$ cat src/rtl/mips_pkg.sv
// Shared definitions for the MIPS core: datapath width, multiply/divide
// operation encodings and the multiply/divide sequencer states.
package mips_pkg;

  localparam int XLEN = 32;

  typedef enum logic [2:0] {
    MD_NONE  = 3'b000,
    MD_MULT  = 3'b001,
    MD_MULTU = 3'b010,
    MD_DIV   = 3'b011,
    MD_DIVU  = 3'b100,
    MD_MTHI  = 3'b101,
    MD_MTLO  = 3'b110,
    MD_NOP7  = 3'b111
  } md_op_e;

  typedef enum logic [1:0] {
    S_IDLE = 2'd0,
    S_MUL  = 2'd1,
    S_DIV  = 2'd2,
    S_FIN  = 2'd3
  } md_state_e;

endpackage

$ cat src/rtl/md_div_step.sv
// One restoring-division iteration: shift the next dividend bit into the
// partial remainder, trial-subtract the divisor, keep or restore.
module md_div_step #(
  parameter int XLEN = mips_pkg::XLEN
) (
  input  logic [XLEN-1:0] rem_i,
  input  logic [XLEN-1:0] quo_i,
  input  logic [XLEN-1:0] dvs_i,
  output logic [XLEN-1:0] rem_o,
  output logic [XLEN-1:0] quo_o
);

  logic [XLEN:0] shifted;
  logic [XLEN:0] diff;

  // rem_i < dvs_i always holds, so the top bit of diff is a clean borrow flag
  always_comb begin
    shifted = {rem_i, quo_i[XLEN-1]};
    diff    = shifted - {1'b0, dvs_i};
    if (diff[XLEN]) begin
      rem_o = shifted[XLEN-1:0];
      quo_o = {quo_i[XLEN-2:0], 1'b0};
    end else begin
      rem_o = diff[XLEN-1:0];
      quo_o = {quo_i[XLEN-2:0], 1'b1};
    end
  end

endmodule

$ cat src/rtl/mult_div_unit.sv
// Iterative HI/LO multiply/divide unit: one shift-add or restoring-divide
// step per clock on operand magnitudes, signs applied when results retire.
module mult_div_unit #(
  parameter int XLEN = mips_pkg::XLEN,
  parameter int ITER = mips_pkg::XLEN
) (
  input  logic            clk,
  input  logic            reset,
  input  logic [XLEN-1:0] srca,
  input  logic [XLEN-1:0] srcb,
  input  logic [2:0]      mdcontrol,
  input  logic            start,
  output logic            busy,
  output logic            done,
  output logic [XLEN-1:0] hi,
  output logic [XLEN-1:0] lo
);
  import mips_pkg::*;

  localparam int CW = $clog2(ITER);

  md_state_e         state_q;
  logic [CW-1:0]     cnt_q;
  logic              busy_q, done_q;
  logic [XLEN-1:0]   hi_q, lo_q;

  logic              is_mul_q, a_neg_q, b_neg_q;
  logic [XLEN-1:0]   a_q, mag_a_q, mag_b_q;
  logic [2*XLEN-1:0] p_q;

  md_op_e            op_in;
  logic              free, sgn_in, is_mul_in, acc_mul, acc_div, wr_hi, wr_lo;
  logic [XLEN-1:0]   mag_a_d, mag_b_d, rem_nxt, quo_nxt, res_hi, res_lo;
  logic [XLEN:0]     mul_sum;
  logic [2*XLEN-1:0] prod;

  function automatic logic [XLEN-1:0] magnitude(input logic [XLEN-1:0] v, input logic sgn);
    return (sgn && v[XLEN-1]) ? -v : v;
  endfunction

  function automatic logic [XLEN-1:0] apply_sign(input logic [XLEN-1:0] v, input logic neg);
    return neg ? -v : v;
  endfunction

  function automatic logic [2*XLEN-1:0] apply_sign2(input logic [2*XLEN-1:0] v, input logic neg);
    return neg ? -v : v;
  endfunction

  assign op_in     = md_op_e'(mdcontrol);
  assign free      = (state_q == S_IDLE) && !busy_q;
  assign sgn_in    = (op_in == MD_MULT) || (op_in == MD_DIV);
  assign is_mul_in = (op_in == MD_MULT) || (op_in == MD_MULTU);
  assign acc_mul   = start && free && is_mul_in;
  assign acc_div   = start && free && ((op_in == MD_DIV) || (op_in == MD_DIVU));
  assign wr_hi     = start && free && (op_in == MD_MTHI);
  assign wr_lo     = start && free && (op_in == MD_MTLO);
  assign mag_a_d   = magnitude(srca, sgn_in);
  assign mag_b_d   = magnitude(srcb, sgn_in);

  // Shift-add step: upper half accumulates, lower half shifts out the multiplier
  assign mul_sum = {1'b0, p_q[2*XLEN-1:XLEN]} + (p_q[0] ? {1'b0, mag_a_q} : '0);

  md_div_step #(.XLEN(XLEN)) u_div_step (
    .rem_i (p_q[2*XLEN-1:XLEN]),
    .quo_i (p_q[XLEN-1:0]),
    .dvs_i (mag_b_q),
    .rem_o (rem_nxt),
    .quo_o (quo_nxt)
  );

  always_comb begin
    prod   = apply_sign2(p_q, a_neg_q ^ b_neg_q);
    res_hi = apply_sign(p_q[2*XLEN-1:XLEN], a_neg_q);
    res_lo = apply_sign(p_q[XLEN-1:0], a_neg_q ^ b_neg_q);
    if (is_mul_q) begin
      res_hi = prod[2*XLEN-1:XLEN];
      res_lo = prod[XLEN-1:0];
    end else if (mag_b_q == '0) begin
      res_hi = a_q;
      res_lo = '1;
    end
  end

  // Operand/working registers carry no reset; they are always reloaded on accept
  always_ff @(posedge clk) begin
    if (acc_mul || acc_div) begin
      is_mul_q <= is_mul_in;
      a_neg_q  <= sgn_in && srca[XLEN-1];
      b_neg_q  <= sgn_in && srcb[XLEN-1];
      a_q      <= srca;
      mag_a_q  <= mag_a_d;
      mag_b_q  <= mag_b_d;
      p_q      <= {{XLEN{1'b0}}, (is_mul_in ? mag_b_d : mag_a_d)};
    end else if (state_q == S_MUL) begin
      p_q <= {mul_sum, p_q[XLEN-1:1]};
    end else if (state_q == S_DIV) begin
      p_q <= {rem_nxt, quo_nxt};
    end
  end

  // busy/done/hi/lo are registered FSM outputs; busy drops one edge after done
  always_ff @(posedge clk or posedge reset) begin
    if (reset) begin
      state_q <= S_IDLE;
      cnt_q   <= '0;
      busy_q  <= 1'b0;
      done_q  <= 1'b0;
      hi_q    <= '0;
      lo_q    <= '0;
    end else begin
      done_q <= 1'b0;
      case (state_q)
        S_IDLE: begin
          if (done_q) busy_q <= 1'b0;
          if (acc_mul) begin
            state_q <= S_MUL;
            cnt_q   <= CW'(ITER - 1);
            busy_q  <= 1'b1;
          end else if (acc_div) begin
            state_q <= (srcb == '0) ? S_FIN : S_DIV;
            cnt_q   <= CW'(ITER - 1);
            busy_q  <= 1'b1;
          end else if (wr_hi) begin
            hi_q <= srca;
          end else if (wr_lo) begin
            lo_q <= srca;
          end
        end
        S_MUL, S_DIV: begin
          if (cnt_q == '0) state_q <= S_FIN;
          else             cnt_q   <= cnt_q - CW'(1);
        end
        S_FIN: begin
          hi_q    <= res_hi;
          lo_q    <= res_lo;
          done_q  <= 1'b1;
          state_q <= S_IDLE;
        end
        default: state_q <= S_IDLE;
      endcase
    end
  end

  assign busy = busy_q;
  assign done = done_q;
  assign hi   = hi_q;
  assign lo   = lo_q;

endmodule

$ cat config.mk
export PLATFORM = sky130hd
export DESIGN_NAME = mult_div_unit
export DESIGN_NICKNAME = d
export VERILOG_FILES = /design/src/rtl/mips_pkg.sv /design/src/rtl/md_div_step.sv /design/src/rtl/mult_div_unit.sv
export SDC_FILE = /design/constraint.sdc
export NUM_CORES = 1
export LEC_CHECK = 0
export ABC_AREA = 0
export BUFFER_PORTS_ARGS = -buffer_cell sky130_fd_sc_hd__buf_2
export CAP_MARGIN = 20
export CORE_MARGIN = 1
export CORE_UTILIZATION = 47
export DETAILED_ROUTE_END_ITERATION = 6
export PLACE_DENSITY_LB_ADDON = 0.08
export SLEW_MARGIN = 20
export SYNTH_ARGS = -nofsm -noshare
export SYNTH_HDL_FRONTEND = slang
export SYNTH_SLANG_ARGS = --single-unit
$ cat constraint.sdc
create_clock -name clk -period 4.75 [get_ports clk]
set_clock_uncertainty 0.05 [all_clocks]
set_input_delay 1.425 -clock clk [delete_from_list [all_inputs] [get_ports clk]]
set_output_delay 1.425 -clock clk [all_outputs]
set_load 0.02 [all_outputs]
## Yosys cells after proc, flatten, opt, wreduce, memory -nomap -nowiden

Cells that the tools add are included.

| cells by class | value |
|---|---|
| add/subtract/negate cells | 8 |
| equal/unequal tests | 17 |
| multiplexer cells | 38 |
| bitwise operators | 1 |
| reductions and logical operators | 28 |

Operator list:

| operator | count |
|---|---|
| $mux 32 | 19 |
| $mux 64 | 3 |
| $neg 32->32 | 4 |
| $pmux 32 s2 | 2 |
| $logic_not 32->1 | 2 |
| $neg 64->64 | 1 |
| $add 32x32->33 | 1 |
| $sub 33x32->33 | 1 |
| $mux 5 | 3 |
| $ne 2x2->1 const B | 7 |
| $pmux 5 s2 | 1 |
| $eq 3x3->1 const B | 3 |
| $logic_and 1x1->1 | 8 |
| $eq 3x2->1 const B | 2 |
| $mux 1 | 6 |
| $mux 2 | 3 |
| $pmux 2 s3 | 1 |
| $reduce_bool 2->1 | 3 |
| $reduce_bool 3->1 | 2 |
| $logic_not 5->1 | 1 |
| $reduce_and 5->1 | 1 |
| $sub 5x1->5 const B | 1 |
| $eq 2x2->1 const B | 2 |
| $logic_or 1x1->1 | 4 |
| other kinds (10) | 11 |

| word-level totals | value |
|---|---|
| flip-flop bits (word level) | 236 |
| bits of input ports | 70 |
| logic and storage cells | 106 |

## Longest topological paths before layout

Gate-level depths: netlist of run 1.

| depth | value |
|---|---|
| depth after elaboration | 9 |
| depth in mapped cells | 14 |
| mapped depth without buffers | 13 |

## Cells and area by module

From an unflattened synthesis of run 1, not the netlist that was laid out.

| unflattened totals | value |
|---|---|
| cells, all modules | 2043 |
| area, all modules | 18039.8 µm² |

Modules (own cells, without submodules):

| module | times used | cells an instance | area each (µm²) |
|---|---|---|---|
| mult_div_unit | 1 | 1707 | 15448.6 |
| md_div_step | 1 | 336 | 2591.2 |

## Worst setup path after synthesis of run 1

OpenSTA, ideal clock, no wires.

| timing path | value |
|---|---|
| path type | input -> register |
| from | input port mdcontrol[1] |
| to | register p_q[23], data pin |
| arrival | 5.220 ns |
| required time | 4.289 ns |
| path slack | -0.931 ns |
| stages | 7 |
| buffers on the path | 2 |
| cells stage by stage | nor2_1 -> xnor2_1 -> nand2_1 -> inv_1 -> clkbuf_1 -> clkbuf_1 -> a21oi_1 |

| between the ends | value |
|---|---|
| cells in the longest elaborated chain, start to end | 6 |
| elaborated cells between the ends (all ways) | 16 |

Ends and longest elaborated chain:

| element | line | source |
|---|---|---|
| start: declaration | mult_div_unit.sv:11 | `input logic [2:0] mdcontrol,` |
| $eq 3x1->1 / $eq 3x2->1 (equally long branches) | mult_div_unit.sv:51, mult_div_unit.sv:52, mult_div_unit.sv:54 |  |
| $logic_or 1x1->1 | mult_div_unit.sv:51 | `assign sgn_in = (op_in == MD_MULT) \|\| (op_in == MD_DIV);` |
| $logic_and 1x1->1 | mult_div_unit.sv:38 | `return (sgn && v[XLEN-1]) ? -v : v;` |
| $mux 32 | mult_div_unit.sv:38 |  |
| $mux 32 | mult_div_unit.sv:93 | `p_q <= {{XLEN{1'b0}}, (is_mul_in ? mag_b_d : mag_a_d)};` |
| $mux 32 * | mult_div_unit.sv:86 | `if (acc_mul \|\| acc_div) begin` |
| end signal: assignment | mult_div_unit.sv:93 |  |
| end signal: assignment | mult_div_unit.sv:95 | `p_q <= {mul_sum, p_q[XLEN-1:1]};` |
| end signal: assignment | mult_div_unit.sv:97 | `p_q <= {rem_nxt, quo_nxt};` |
| end: declaration | mult_div_unit.sv:29 | `logic [2*XLEN-1:0] p_q;` |

Mark *: on every way between the ends. The rest lies on a longest branch, timed or not.
A chain may end at the register's enable or synchronous reset.

## Worst setup path after layout of run 1

| timing path | value |
|---|---|
| from | register p_q[44] |
| to | register p_q[46] |

| between the ends | value |
|---|---|
| cells in the longest elaborated chain, start to end | 4 |
| elaborated cells between the ends (all ways) | 5 |

Ends and longest elaborated chain:

| element | line | source |
|---|---|---|
| $sub 33x32->33 | md_div_step.sv:19 | `diff = shifted - {1'b0, dvs_i};` |
| $mux 32 | md_div_step.sv:20 | `if (diff[XLEN]) begin` |
| $mux 64 | mult_div_unit.sv:96 | `end else if (state_q == S_DIV) begin` |
| $mux 64 * | mult_div_unit.sv:94 | `end else if (state_q == S_MUL) begin` |

Mark *: on every way between the ends. The rest lies on a longest branch, timed or not. The select of a mux whose other input is x is not followed.

==> impl_metrics.env, run 1 <==
export IMPL_diodes=0
export IMPL_ys_seq_area_share_pct=36.1
export IMPL_root_buffer="clkbuf_16"
export IMPL_ys_ff_latch=235
export IMPL_finalCritPeriodShare_pct=83.4
export IMPL_overflow=0
export IMPL_synth_edf_count=130
export IMPL_syn_num_nets=2194
export IMPL_rsz0062_at_grt="no"
export IMPL_cpMostUsedCell="nor2_1"
export IMPL_fill_cells=3482
export IMPL_min_path_cells=2
export IMPL_grt_busiest_layer="met2"
export IMPL_path_max_fanout=17
export IMPL_fmax_mhz=252
export IMPL_rows=70
export IMPL_drv_cap=0
export IMPL_start_kind="flip-flop"
export IMPL_p_per_area_nw_per_um2=235
export IMPL_setup_violations=0
export IMPL_drive_gt1_share_pct=13.0
export IMPL_netlist_top_cell_by_area="edfxtp_1"
export IMPL_whs_ns=0.428
export IMPL_area_growth_pct=11.8
export IMPL_grt_use_met2_pct=54.5
export IMPL_core_area_um2=36800
export IMPL_hold_start="lo[4]"
export IMPL_initial_core_util_pct=48.0
export IMPL_vias_per_cell=6.40
export IMPL_cpPeakStageDelay_ns=0.71
export IMPL_hold_buffers=0
export IMPL_r2r_start="p_q[44]"
export IMPL_vdd_drop_max_mv=0.264
export IMPL_status="completed"
export IMPL_post_cts_buffers=0
export IMPL_syn_area_um2=17700
export IMPL_ctsLongestPathBuffers=3
export IMPL_track_usage_pct=34.1
export IMPL_synth_cells=2047
export IMPL_worst_pin_slew_ns=1.16
export IMPL_dieArea_um2=38400
export IMPL_synth_avg_cell_area_um2=8.63
export IMPL_met1_usage_pct=46.3
export IMPL_die_h_um=196
export IMPL_ys_types=83
export IMPL_synthArstFlopShare_pct=31.1
export IMPL_vias=16800
export IMPL_worstRegToRegCells=10
export IMPL_crit_chain="ha_1 -> nand4_1 -> a2111oi_0 -> o211ai_1 -> a21oi_1 -> nor2_1 -> xnor2_4 -> mux2_2 -> a221oi_1 -> nor2_1"
export IMPL_crit_arrival_ns=4.36
export IMPL_clkLatencyLatePin_ns=0.57
export IMPL_synth_ff_type="edfxtp_1"
export IMPL_port_buffers=135
export IMPL_synthTopCellsByArea="edfxtp_1, dfrtp_1, ha_1, a21oi_1, xnor2_1"
export IMPL_rrSetupSlack_ns=0.79
export IMPL_hold_class="flip-flop to flip-flop"
export IMPL_grt_use_met3_pct=5.47
export IMPL_cts_tree="yes"
export IMPL_routedWlPerCell_um=25.3
export IMPL_postRouteAntennaNets=0
export IMPL_dp_cells=2572
export IMPL_grt_pass1_wl_um=98800
export IMPL_drt_iter0_drc=1728
export IMPL_yosysTopAreaCellShare_pct=22.1
export IMPL_yosysWarnings=0
export IMPL_setup_ws_ns=0.787
export IMPL_dpl_hpwl_um=50400
export IMPL_finalMaxSlewViolations=0
export IMPL_critical_path_class="flip-flop to flip-flop"
export IMPL_clock_sinks=235
export IMPL_worstSetupEndpointType="flip-flop"
export IMPL_setup_tns_ns=0
export IMPL_dp_worst_setup_slack_ns=0.518
export IMPL_clkTransAtPathRegs_ns=0.06
export IMPL_hold_viol_final=0
export IMPL_cp_slowest_cell="dfxtp_1"
export IMPL_fp_dieW_um=196
export IMPL_instances_no_fill=2624
export IMPL_grt_start_max_net_pins=65
export IMPL_p_leak_nw=8.23
export IMPL_r2r_end="p_q[46]"
export IMPL_ctsResizeCount=0
export IMPL_h_tree_depth=1
export IMPL_period_needed_ns=3.96
export IMPL_min_to="lo[4]"
export IMPL_cts_buffers_inserted=28
export IMPL_maxSlewHeadroom_pct=22.9
export IMPL_drt_wl_total_um=66300
export IMPL_grt_pass1_vias=15800
export IMPL_io_pins=136
export IMPL_drc=0
export IMPL_nets=2281
export IMPL_dr_pass1_iters=7
export IMPL_antenna_found_initial=2
export IMPL_finalWeightedCongestion=0.987
export IMPL_postLayoutCoreUtil_pct=53.7
export IMPL_required_ns=5.14
logic make-up (layout without fill, tap and decap cells):
logic type / count (synthesis) / count (layout) / synth area share (%)
AOI/OAI and AO/OA: 648 / 648 / 23.1
buffers and inverters: 207 / 316 / 4.55
DFF: 235 / 235 / 36.1
muxes: 56 / 56 / 3.24
xor gates and xnor gates: 189 / 189 / 9.41
and+or+nand+nor: 635 / 635 / 18.1
adders and majority gates: 77 / 77 / 5.54
synthesized netlist by cell type, drive strengths merged (42+ instances only):
cell / number
a21oi: 181
and2: 42
clkbuf: 107
dfrtp: 73
edfxtp: 130
ha: 75
inv: 78
mux2i: 46
nand2: 175
nor2: 169
nor3: 53
o21ai: 169
xnor2: 96
xor2: 93
cell type report:
class                           instances  area, um^2  share of cell area [%]
Multi-Input combinational cell       1605       10500                    53.2
Sequential cell                       235        6370                    32.2
Timing Repair Buffer                  186        1070                    5.42
Clock buffer                           33         719                    3.64
Tap cell                              468         586                    2.96
Inverter                               78         297                    1.50
Clock inverter                         19         201                    1.02
metrics by stage:
step / cell area, um^2 / power (mW)
global route: 19800 / 4.74
global placement: 18800 / 2.48
finish: 19800 / 4.64
detailed placement: 18800 / 2.49
floorplan: 17700 / 2.32
CTS: 19800 / 4.65
flip-flops by register name (all words and copies together) (netlist names), 2 cells and up:
name     flops
state_q      2
p_q         64
cnt_q        5
a_q         32
hi          32
mag_a_q     31
lo          32
mag_b_q     32
worst max-delay path: cells and delay by family, from the launching register on:
| family | cells | cell delay, ns |
|---|---|---|
| AOI/OAI and AO/OA | 4 | 1.33 |
| DFF | 1 | 0.71 |
| xor gates and xnor gates | 1 | 0.62 |
| muxes | 1 | 0.43 |
| adders and majority gates | 1 | 0.35 |
| and+or+nand+nor | 3 | 0.32 |
power by group:
| part | internal, mW | switching, mW | total (mW) |
|---|---|---|---|
| Sequential | 2.16 | 0.00258 | 2.16 |
| Clock | 1.26 | 0.932 | 2.19 |
| Combinational | 0.0830 | 0.209 | 0.292 |
worst max path at each step:
stage | to | start | cells after the start
2_1_floorplan | p_q[23] | mdcontrol[1] | 7
3_3_place_gp | p_q[29] | srca[4] | 10
3_5_place_dp | p_q[27] | srcb[10] | 9
4_1_cts | p_q[46] | p_q[44] | 10
5_1_grt | p_q[37] | p_q[44] | 11
6_report | p_q[46] | p_q[44] | 10
layout by cell type (no fill, tap or decap), drive strengths merged, types with 32 or more instances in the layout:
cell and n:
buf 186, a21oi 181, nand2 175, nor2 169
o21ai 169, edfxtp 130, xnor2 96, xor2 93
inv 79, ha 75, dfrtp 73, nor3 53
mux2i 46, and2 42, a211oi 40, o22ai 40
o31ai 33, clkbuf 33, dfxtp 32
per-layer routing:
metal	vias up	routed length, um
met5	-	21
li1	7684	-
met1	8127	27900
met3	196	5180
met2	790	30100
met4	4	3090
Power figures use the tool's default switching activity.
==> run 2: changes to the inputs <==
==> constraint.sdc (replaced) <==
create_clock -name clk -period 3.31 [get_ports clk]
set_clock_uncertainty 0.05 [all_clocks]
set_input_delay 0.993 -clock clk [delete_from_list [all_inputs] [get_ports clk]]
set_output_delay 0.993 -clock clk [all_outputs]
set_load 0.02 [all_outputs]
==> run 2 against run 1 <==
Against the previous run: sequential share of layout area is 3.1 points lower; critical endpoint is now hi[12]; final area grew 11%; register-to-register slack got worse by 0.66 ns; die area stayed put; via count grew 5.4%; highest routed layer unchanged; combinational power is 72% higher; clock-buffer cell count grew 10.
==> impl_metrics.env, run 2 (synthesis gave the netlist of run 1 again) <==
export IMPL_track_usage_pct=36.1
export IMPL_setup_violations=0
export IMPL_die_h_um=196
export IMPL_cp_top_family="simple AND/OR/NAND/NOR gates"
export IMPL_drt_iter0_drc=1769
export IMPL_regArea_um2=6370
export IMPL_power_mw=6.98
export IMPL_worstSetupEndpointType="flip-flop"
export IMPL_multi_input_comb_area_um2=10700
export IMPL_grt_start_max_net_pins=80
export IMPL_clkLatencyLatePin_ns=0.58
export IMPL_diodes=0
export IMPL_drc=0
export IMPL_vdd_drop_max_mv=0.374
export IMPL_dpl_hpwl_um=54900
export IMPL_grt_pass1_wl_um=104000
export IMPL_maxSlewHeadroom_pct=17.1
export IMPL_worst_pin_slew_ns=1.24
export IMPL_path_max_fanout=8
export IMPL_clock_sinks=235
export IMPL_critical_path_class="flip-flop to flip-flop"
export IMPL_fp_dieW_um=196
export IMPL_core_area_um2=36800
export IMPL_hold_class="primary input to asynchronous set/reset pin"
export IMPL_design_area_um2=21900
export IMPL_cp_num_buf_inv=0
export IMPL_h_tree_depth=1
export IMPL_cts_tree="yes"
export IMPL_routedWlPerCell_um=24.6
export IMPL_clkTransAtPathRegs_ns=0.07
export IMPL_rsz0062_at_grt="yes"
export IMPL_hold_viol_final=0
export IMPL_vias=17700
export IMPL_cts_buffers_inserted=29
export IMPL_fmax_mhz=314
export IMPL_dieArea_um2=38400
export IMPL_root_buffer="clkbuf_16"
export IMPL_cpPeakStageDelay_ns=0.63
export IMPL_whs_ns=0.352
export IMPL_area_growth_pct=23.7
export IMPL_crit_arrival_ns=3.59
export IMPL_grt_pass1_vias=17200
export IMPL_finalCritPeriodShare_pct=96.1
export IMPL_p_per_area_nw_per_um2=319
export IMPL_vias_per_cell=6.19
export IMPL_drive_gt1_share_pct=22.6
export IMPL_most_common_layout_cells="buf_4, a21oi_1, nand2_1"
export IMPL_port_buffers=135
export IMPL_p_leak_nw=9.53
export IMPL_overflow=0
export IMPL_rows=70
export IMPL_postRouteAntennaNets=0
export IMPL_largest_register="p_q"
export IMPL_finalWeightedCongestion=0.994
export IMPL_drt_wl_total_um=70300
export IMPL_fill_cells=3341
export IMPL_largest_reg_flops=64
export IMPL_nets=2515
export IMPL_ctsLongestPathBuffers=3
export IMPL_required_ns=3.72
export IMPL_setup_tns_ns=0
export IMPL_final_common_cell="buf_4"
export IMPL_status="completed"
export IMPL_dr_pass1_iters=5
export IMPL_drv_cap=0
export IMPL_finalMaxSlewViolations=0
export IMPL_antenna_found_initial=2
export IMPL_start_kind="flip-flop"
export IMPL_initial_core_util_pct=48.0
export IMPL_period_needed_ns=3.18
export IMPL_crit_chain="or4_1 -> nor3_1 -> nand4_2 -> or3_1 -> nor2_1 -> nor2_1 -> xnor2_1 -> mux2i_1 -> a221o_1"
export IMPL_dp_worst_setup_slack_ns=-0.324
export IMPL_cpMostUsedCell="nor2_1"
export IMPL_dpl_cell_area_um2=20600
export IMPL_cp_slowest_cell="or4_1"
export IMPL_setup_ws_ns=0.130
export IMPL_io_pins=136
-- run 2: cell count changes in the layout (fill, tap and decap cells not counted), sizes merged --
cell | previous run | this run
clkinvlp | 4 | 0
bufinv | 3 | 2
clkbuf | 33 | 43
buf | 186 | 419
clkinv | 11 | 8
-- run 2: layer usage --
layer,wire length (um),vias up,global-route usage (%)
li1,-,8158,-
met5,13,-,0
met1,29300,8625,48.4
met2,32300,759,58.3
met3,5360,165,4.87
met4,3290,2,15.4
-- run 2: cell type report --
cell class	count	area share [%]
clock buffer	43	4.04
clock inverter	11	0.590
inverter	78	1.36
multi-input combinational	1605	48.8
sequential	235	29.2
tap	468	2.68
timing repair buffer	419	13.4
-- run 2: final timing paths --
path,startpoint,end,slack (ns),depth (start not counted)
max in group asynchronous,reset,hi[25],2.20,3
max reg2reg,p_q[25],hi[12],0.13,9
min in group clk,lo[16],lo[16],0.43,2
min,reset,lo[10],0.35,2
min reg2reg,lo[16],lo[16],0.43,2
max,p_q[25],hi[12],0.13,9
-- run 2: stage by stage --
| stage | util (%) | std cells |
|---|---|---|
| after floorplan | - | 2047 |
| after global placement | 56.0 | 2799 |
| after detailed placement | 56.0 | 2799 |
| after CTS | 58.9 | 2855 |
| after global routing | 59.4 | 2859 |
| final | 59.4 | 2859 |
-- run 2: what timing repair did --
item / CTS / global route
pin swaps: 1 / 12
buffers inserted: 2 / 4
setup endpoints to repair: 6 / 36
gates resized for setup: 4 / 31
hold buffers: 0 / 0
-- run 2: worst register-to-register path, stage by stage (launching register included) --
cell and delay [ns]:
edfxtp_1 0.43, or4_1 0.63, nor3_1 0.31, nand4_2 0.36, or3_1 0.52, nor2_1 0.12
nor2_1 0.06, xnor2_1 0.14, mux2i_1 0.09, a221o_1 0.34
-- run 2: report_power, final --
part | total [mW] | internal, mW | switching [mW]
Clock | 3.38 | 2.01 | 1.37
Sequential | 3.10 | 3.09 | 0.00345
Combinational | 0.501 | 0.180 | 0.322
